--- src/rtl/mem_master_bridge.sv ---
// PicoRV32 native memory port to single-port synchronous MEMORY bridge.
// Partial-word stores become read-modify-write; out-of-range and timed-out accesses report err.
module mem_master_bridge #(
    parameter int SIZE    = 14,
    parameter int WIDTH   = 32,
    parameter int TIMEOUT = 15
) (
    input  logic             clk,
    input  logic             rst,
    input  logic             mem_valid,
    input  logic [31:0]      mem_addr,
    input  logic [WIDTH-1:0] mem_wdata,
    input  logic [3:0]       mem_wstrb,
    output logic             mem_ready,
    output logic [WIDTH-1:0] mem_rdata,
    output logic             err,
    output logic             m_en,
    output logic             m_write,
    output logic [SIZE-1:0]  m_addr,
    output logic [WIDTH-1:0] m_din,
    input  logic [WIDTH-1:0] m_dout,
    input  logic             m_rdy
);

    typedef enum logic [2:0] {
        IDLE, RD, RD_WAIT, WR, RMW_RD, RMW_WAIT, RMW_WR, RESP
    } state_t;

    state_t           r_state, w_next_state;
    logic [SIZE-1:0]  r_addr;
    logic [WIDTH-1:0] r_wdata;
    logic [3:0]       r_wstrb;
    logic             r_oor;
    logic [3:0]       r_cnt, w_cnt_next;
    logic             w_accept, w_oor, w_in_wait, w_timeout;
    logic [WIDTH-1:0] w_merged;

    logic             r_mem_ready, w_mem_ready;
    logic [WIDTH-1:0] r_mem_rdata, w_mem_rdata;
    logic             r_err, w_err;
    logic             r_m_en, w_m_en;
    logic             r_m_write, w_m_write;
    logic [SIZE-1:0]  r_m_addr, w_m_addr;
    logic [WIDTH-1:0] r_m_din, w_m_din;

    assign mem_ready = r_mem_ready;
    assign mem_rdata = r_mem_rdata;
    assign err       = r_err;
    assign m_en      = r_m_en;
    assign m_write   = r_m_write;
    assign m_addr    = r_m_addr;
    assign m_din     = r_m_din;

    assign w_oor      = (mem_addr >> (SIZE + 2)) != 32'd0;
    assign w_accept   = (r_state == IDLE) && mem_valid && !r_mem_ready;
    assign w_in_wait  = (r_state == RD_WAIT) || (r_state == RMW_WAIT);
    assign w_cnt_next = r_cnt + 4'd1;
    assign w_timeout  = (w_cnt_next == 4'(TIMEOUT));

    always_comb begin
        w_merged = m_dout;
        for (int i = 0; i < 4; i++) begin
            if (r_wstrb[i]) w_merged[8*i +: 8] = r_wdata[8*i +: 8];
        end
    end

    // NOTE: every always_comb output gets a default first so no path can infer a latch.
    always_comb begin
        w_next_state = r_state;
        w_mem_ready  = 1'b0;
        w_mem_rdata  = '0;
        w_err        = 1'b0;
        w_m_en       = 1'b0;
        w_m_write    = 1'b0;
        w_m_addr     = r_m_addr;
        w_m_din      = r_m_din;
        case (r_state)
            IDLE: begin
                if (w_accept) begin
                    if (w_oor)                   w_next_state = RESP;
                    else if (mem_wstrb == 4'h0)  w_next_state = RD;
                    else if (mem_wstrb == 4'hF)  w_next_state = WR;
                    else                         w_next_state = RMW_RD;
                end
            end
            RD, RMW_RD: begin
                w_m_en       = 1'b1;
                w_m_addr     = r_addr;
                w_next_state = (r_state == RD) ? RD_WAIT : RMW_WAIT;
            end
            RD_WAIT, RMW_WAIT: begin
                if (m_rdy && r_state == RD_WAIT) begin
                    w_mem_ready  = 1'b1;
                    w_mem_rdata  = m_dout;
                    w_next_state = RESP;
                end else if (m_rdy) begin
                    w_m_en       = 1'b1;
                    w_m_write    = 1'b1;
                    w_m_addr     = r_addr;
                    w_m_din      = w_merged;
                    w_next_state = RMW_WR;
                end else if (w_timeout) begin
                    // Abort without writing: the merge source never arrived.
                    w_mem_ready  = 1'b1;
                    w_err        = 1'b1;
                    w_mem_rdata  = '1;
                    w_next_state = RESP;
                end
            end
            WR: begin
                w_m_en       = 1'b1;
                w_m_write    = 1'b1;
                w_m_addr     = r_addr;
                w_m_din      = r_wdata;
                w_next_state = RESP;
            end
            RMW_WR: begin
                w_mem_ready  = 1'b1;
                w_next_state = RESP;
            end
            RESP: begin
                // Writes and range errors arrive here before the response has been raised.
                if (!r_mem_ready) begin
                    w_mem_ready = 1'b1;
                    w_err       = r_oor;
                end else begin
                    w_next_state = IDLE;
                end
            end
            default: w_next_state = IDLE;
        endcase
    end

    // NOTE: sequential state uses non-blocking assignments so all registers update together.
    always_ff @(posedge clk or posedge rst) begin
        if (rst) begin
            r_state     <= IDLE;
            r_mem_ready <= 1'b0;
            r_mem_rdata <= '0;
            r_err       <= 1'b0;
            r_m_en      <= 1'b0;
            r_m_write   <= 1'b0;
            r_m_addr    <= '0;
            r_m_din     <= '0;
        end else begin
            r_state     <= w_next_state;
            r_mem_ready <= w_mem_ready;
            r_mem_rdata <= w_mem_rdata;
            r_err       <= w_err;
            r_m_en      <= w_m_en;
            r_m_write   <= w_m_write;
            r_m_addr    <= w_m_addr;
            r_m_din     <= w_m_din;
        end
    end

    always_ff @(posedge clk or posedge rst) begin
        if (rst) begin
            r_addr  <= '0;
            r_wdata <= '0;
            r_wstrb <= '0;
            r_oor   <= 1'b0;
        end else if (w_accept) begin
            r_addr  <= mem_addr[SIZE+1:2];
            r_wdata <= mem_wdata;
            r_wstrb <= mem_wstrb;
            r_oor   <= w_oor;
        end
    end

    always_ff @(posedge clk or posedge rst) begin
        if (rst)                                         r_cnt <= '0;
        else if (w_in_wait && w_next_state == r_state)   r_cnt <= w_cnt_next;
        else                                             r_cnt <= '0;
    end

endmodule

--- config.mk ---
export PLATFORM = sky130hd
export DESIGN_NAME = mem_master_bridge
export DESIGN_NICKNAME = d
export VERILOG_FILES = /design/src/rtl/mem_master_bridge.sv
export SDC_FILE = /design/constraint.sdc
export NUM_CORES = 1
export LEC_CHECK = 0
export BUFFER_PORTS_ARGS = -buffer_cell sky130_fd_sc_hd__buf_2
export CELL_PAD_IN_SITES_DETAIL_PLACEMENT = 1
export CELL_PAD_IN_SITES_GLOBAL_PLACEMENT = 2
export CORE_MARGIN = 1.5
export CORE_UTILIZATION = 35
export DETAILED_ROUTE_END_ITERATION = 10
export PLACE_DENSITY = 0.82
export RECOVER_POWER = 50
export SYNTH_ARGS = -nofsm -noshare
export SYNTH_HDL_FRONTEND = slang
export SYNTH_SLANG_ARGS = --single-unit
--- constraint.sdc ---
create_clock -name clk -period 8.2 [get_ports clk]
set_clock_uncertainty 0.1 [all_clocks]
set_input_delay 1.64 -clock clk [delete_from_list [all_inputs] [get_ports clk]]
set_output_delay 1.64 -clock clk [all_outputs]
set_load 0.05 [all_outputs]
* Word-level counts from Yosys, hierarchy flattened
Cells that the tools add are included.
W data, S select, Z words.
** Cells by class
- Shift operators :: 0
- $add $sub $neg :: 1
- Equality and inequality tests :: 12
- Bitwise operators :: 0
- Mux-type cells :: 37
- Divide/modulo/power cells :: 0
- $lt $le $gt $ge :: 0
- Reduce and logical (&&, ||, !) cells :: 17
- Multiply operators :: 0
** Operators with widths (number)
- $mux W32 :: 6
- $pmux W32 S2 :: 1
- $mux W8 :: 4
- $reduce_bool A32 Y1 :: 1
- $mux W14 :: 2
- $pmux W14 S2 :: 1
- $mux W3 :: 9
- $pmux W3 S5 :: 1
- $eq A3 B3 Y1 const B :: 4
- $eq A4 B4 Y1 const B :: 2
- $mux W1 :: 8
- $eq A3 B2 Y1 const B :: 2
- $pmux W1 S2 :: 3
- $reduce_and A3 Y1 :: 2
- $reduce_or A2 Y1 :: 3
- $add A4 B1 Y4 const B :: 1
- $logic_and A1 B1 Y1 :: 4
- $logic_not A4 Y1 :: 1
- $mux W4 :: 1
- $ne A2 B2 Y1 const B :: 2
- $reduce_bool A2 Y1 :: 2
- $eq A3 B1 Y1 const B :: 1
- $eq A3 B3 Y1 :: 1
- $logic_not A3 Y1 :: 1
- 4 further kinds :: 4
** Storage, ports and cells
- Memory bits (read-only) :: 0
- Word-level logic and storage cells :: 80
- Memories :: 0
- Output and inout bits :: 82
- Bits of input ports :: 104
- RAM bits :: 0
- Bits in latches :: 0
- Bits in registers :: 140

* Logic depth before layout (Yosys ltp)
- Depth after elaboration :: 9
- Depth in mapped cells :: 7
- Mapped depth without buffers :: 6

* Worst setup path before layout
Ideal clock, no wire load.
- Kind :: input-to-reg
- Start point :: in m_rdy
- End point :: reg r_m_addr[0] (netlist: m_addr[0])
- Library setup time :: 0.125 ns
- Stages :: 5
- Arrival time :: 2.619 ns
- Path slack :: 5.356 ns
- Required time :: 7.975 ns
- Path buffers :: 1
- Cells stage by stage :: nor2b_1 > o21ai_0 > o21ai_1 > buf_2 > mux2_2
** On the way
- Word-level cells in the longest chain between the ends :: 3
- Elaborated cells between the ends (all ways) :: 4
- Those cells by class :: 2 x eq/ne; 2 x reduce/logical
** RTL lines
- from (decl) :: RTL line 22 : input logic m_rdy
- $logic_and A1 B1 Y1 :: RTL line 92 : if (m_rdy && r_state == RD_WAIT) begin
- $ne A2 B2 Y1 (no source line)
- $reduce_and A3 Y1 (no source line) *
- to (signal assigned) :: RTL line 152 : r_m_addr <= w_m_addr;
- to (decl) :: RTL line 43 : logic [SIZE-1:0] r_m_addr, w_m_addr;
Mark *: on every way between the ends. The rest lies on a longest branch, timed or not.
A chain may end at the register's enable or synchronous reset.

==> run summary <==
core area -> 16500 um2
height of the die -> 133 um
top sig layer -> met5
global-route wire length before repair -> 24200 um
Post-Syn Instances -> 435
RSZ-0062 raised after global routing -> no
worst-case reg-to-reg path depth -> 4
Final min period -> 4.39 ns
post-CTS setup repair buffer count -> 0
CTS Buf Count -> 17
power density of the placed cells -> 436 nW/um2
crit path DAT -> 4.76 ns
post-cts sizing count -> 0
clock root buffer -> clkbuf_16
Worst Hold Depth -> 2
boundary pin count -> 186
detailed placement HPWL -> 10300 um
Initial Utilization -> 0.356
Routed met3 length -> 759 um
Slew Limit Fails -> 150
FP Rows -> 47
number of global-route vias before repair -> 4601
reg2reg start -> r_state[2]
vias per std cell -> 4.80
fin nets -> 723
critical path capture point type -> async pin
final WL -> 15300 um
via count -> 4083
CTS tree -> built
critical-path maximum fanout -> 83
P&R area growth vs syn -> 27.9%
Ys Warns -> 0
normalized max-slew margin -> -1.48
starting DRC count in detailed routing -> 156
clk sinks -> 140
clock latency on the worst-skew pair -> 0.42 ns
largest net degree at the start of global routing -> 84
setup violators final -> 0
hold_sp -> m_din[16]
VDD IR max -> 0.000183 V
WL/cell -> 18.0 um
WL met2 -> 7840 um
die area -> 17600 um2
gr usage total -> 0.178
flop-to-flop setup slack -> 4.65 ns
synthesized net count -> 541
Synth Register Bits -> 140
# fillers -> 1787
DIE WIDTH -> 133 um
outcome -> finished, violations left
setup TNS -> 0 ns
Hold Fails Final Rpt -> 0
Worst R2R End -> m_din[5]
Leak Pwr -> 0.00387 uW
Final WS setup -> 3.81 ns
DRC -> 0
clock-pin slew on the worst setup and hold paths -> 0.06 ns
startpoint types -> input port
WP data required -> 8.56 ns
failing checks -> max-capacitance violations, max-slew violations
H-Tree Depth -> 4
Post-Syn Area -> 5890 um2
Post-CTS Hold Buffers -> 0
maximum clock frequency -> 228 MHz
Hold Crit Class -> flip-flop to flip-flop
Setup WS pre-CTS -> 4.62 ns
initial antenna violation count -> 3
Mean Syn Cell Area -> 13.5 um2
kind of critical path -> input port to async pin
post-synth cell types -> 37
Antenna Violating Nets Remaining -> 0
crit share post-route -> 0.536
Placer Congestion -> 0.755
proportion of layout cells with a drive suffix above 1 -> 0.391
Detailed Routing Iterations Pass 1 -> 4
WHS Endpoint -> m_din[16]
sequential share of the synthesized area -> 0.595
clock tree buffer depth -> 2
Overflow after GRT -> 0
Max Cap Violations -> 2
PortBufs -> 183
WL met1 -> 6390 um
Slew @ Worst Pin -> 3.71 ns
-- synth_stat cells --
library cell  number  area, um2
a21boi_0           1       7.51
nor2_1             8       30.0
buf_2              7       35.0
mux2_4            49        736
nor2_2             4       25.0
buf_6              9        101
a211oi_1           1       7.51
a31o_2             2       17.5
nor4_1             6       37.5
or2_1              1       6.26
o21a_1            32        240
nor3b_1            2       15.0
xor2_1             1       8.76
dfrtp_1          140       3500
mux2_2            16        180
clkbuf_1           8       30.0
mux2i_1           32        320
nand4_1            2       12.5
o21ai_0           37        185
and3_1             2       12.5
nor3_1             4       20.0
o21ai_1            2       10.0
nand2_1           39        146
nand3_1            2       10.0
nor2b_1            3       18.8
inv_1              7       26.3
a21oi_4            1       16.3
o211ai_1           1       7.51
and3b_1            3       26.3
a41oi_1            1       8.76
nand2b_1           2       12.5
a21oi_1            4       20.0
ha_1               2       25.0
o2111ai_1          1       8.76
or3_1              1       6.26
o21bai_1           1       7.51
and4_1             1       8.76
-- routing by layer --
metal	track usage	vias to the layer above
li1	-	1886
met1	0.209	2045
met2	0.312	127
met3	0.0479	23
met4	0.0665	2
met5	0	-
-- logic make-up (layout without fill, tap and decap cells) --
kind of cell | Yosys count | in the layout | share of synthesized area
flip-flops | 140 | 140 | 0.595
multiplexers | 97 | 97 | 0.210
AO/OA/AOI/OAI | 84 | 84 | 0.0911
AND/OR/NAND/NOR | 80 | 80 | 0.0658
buffers and inverters | 31 | 225 | 0.0327
adder cells (fa/ha/maj) | 2 | 2 | 0.00425
XOR/XNOR | 1 | 1 | 0.00149
other | 0 | 2 | 0
-- how the worst max path moves through the flow --
stage	start	to	slack, ns	cells past startpoint
detailed placement	m_rdy	mem_rdata[12]	4.62	5
global placement	mem_valid	r_wdata[8]	4.73	4
floorplan	rst	err	2.71	1
CTS	m_rdy	mem_rdata[12]	5.04	5
global route	rst	m_din[9]	3.16	3
finish	rst	m_din[9]	3.81	3
-- cell usage in the layout, fill, tap and decap left out, drive strengths merged, types with 3 or more instances in the layout --
cell,Yosys,layout
a21oi,5,5
and3b,3,3
buf,16,140
bufinv,0,4
clkbuf,8,67
clkinv,0,4
clkinvlp,0,4
dfrtp,140,140
inv,7,6
mux2,65,65
mux2i,32,32
nand2,39,39
nor2,12,12
nor2b,3,3
nor3,4,4
nor4,6,6
o21a,32,32
o21ai,39,39
-- final cells by class --
class | instances | area (um2) | share of cell area
repair buffers | 187 | 882 | 0.117
multi-input cells | 264 | 2210 | 0.293
well taps | 220 | 275 | 0.0365
diodes | 2 | 5.00 | 0.000664
clock inverters | 11 | 166 | 0.0221
flip-flops and latches | 140 | 3500 | 0.465
clock buffers | 20 | 467 | 0.0619
inverters | 7 | 27.5 | 0.00365
-- worst max-delay path, cell delays in order --
cell and delay (ns):
buf_2 0.10, clkinvlp_2 2.08, buf_4 0.86
-- through the flow --
step | util | power, uW | cells | instance area, um2 | hold slack [ns]
floorplan | - | 2160 | 435 | 5890 | 0.377
global route | 0.456 | 3450 | 851 | 7530 | 0.400
global placement | 0.421 | 2450 | 818 | 6960 | 0.358
detailed placement | 0.421 | 2500 | 818 | 6960 | 0.365
CTS | 0.460 | 3340 | 849 | 7600 | 0.378
finish | 0.456 | 3280 | 851 | 7530 | 0.372
-- state kept, by name, indices dropped and copies added, names as in the netlist, 3 cells and up --
signal / cells
mem_rdata: 32
m_addr: 14
m_din: 32
r_addr: 14
r_cnt: 4
r_state: 3
r_wstrb: 4
r_wdata: 32
-- power by group --
group / switching, uW / internal, uW / leakage [uW]
sequential: 162 / 965 / 0.00180
combinational: 873 / 460 / 0.00176
clock: 291 / 530 / 0.000304
total: 1330 / 1960 / 0.00387
Power figures use the tool's default switching activity.
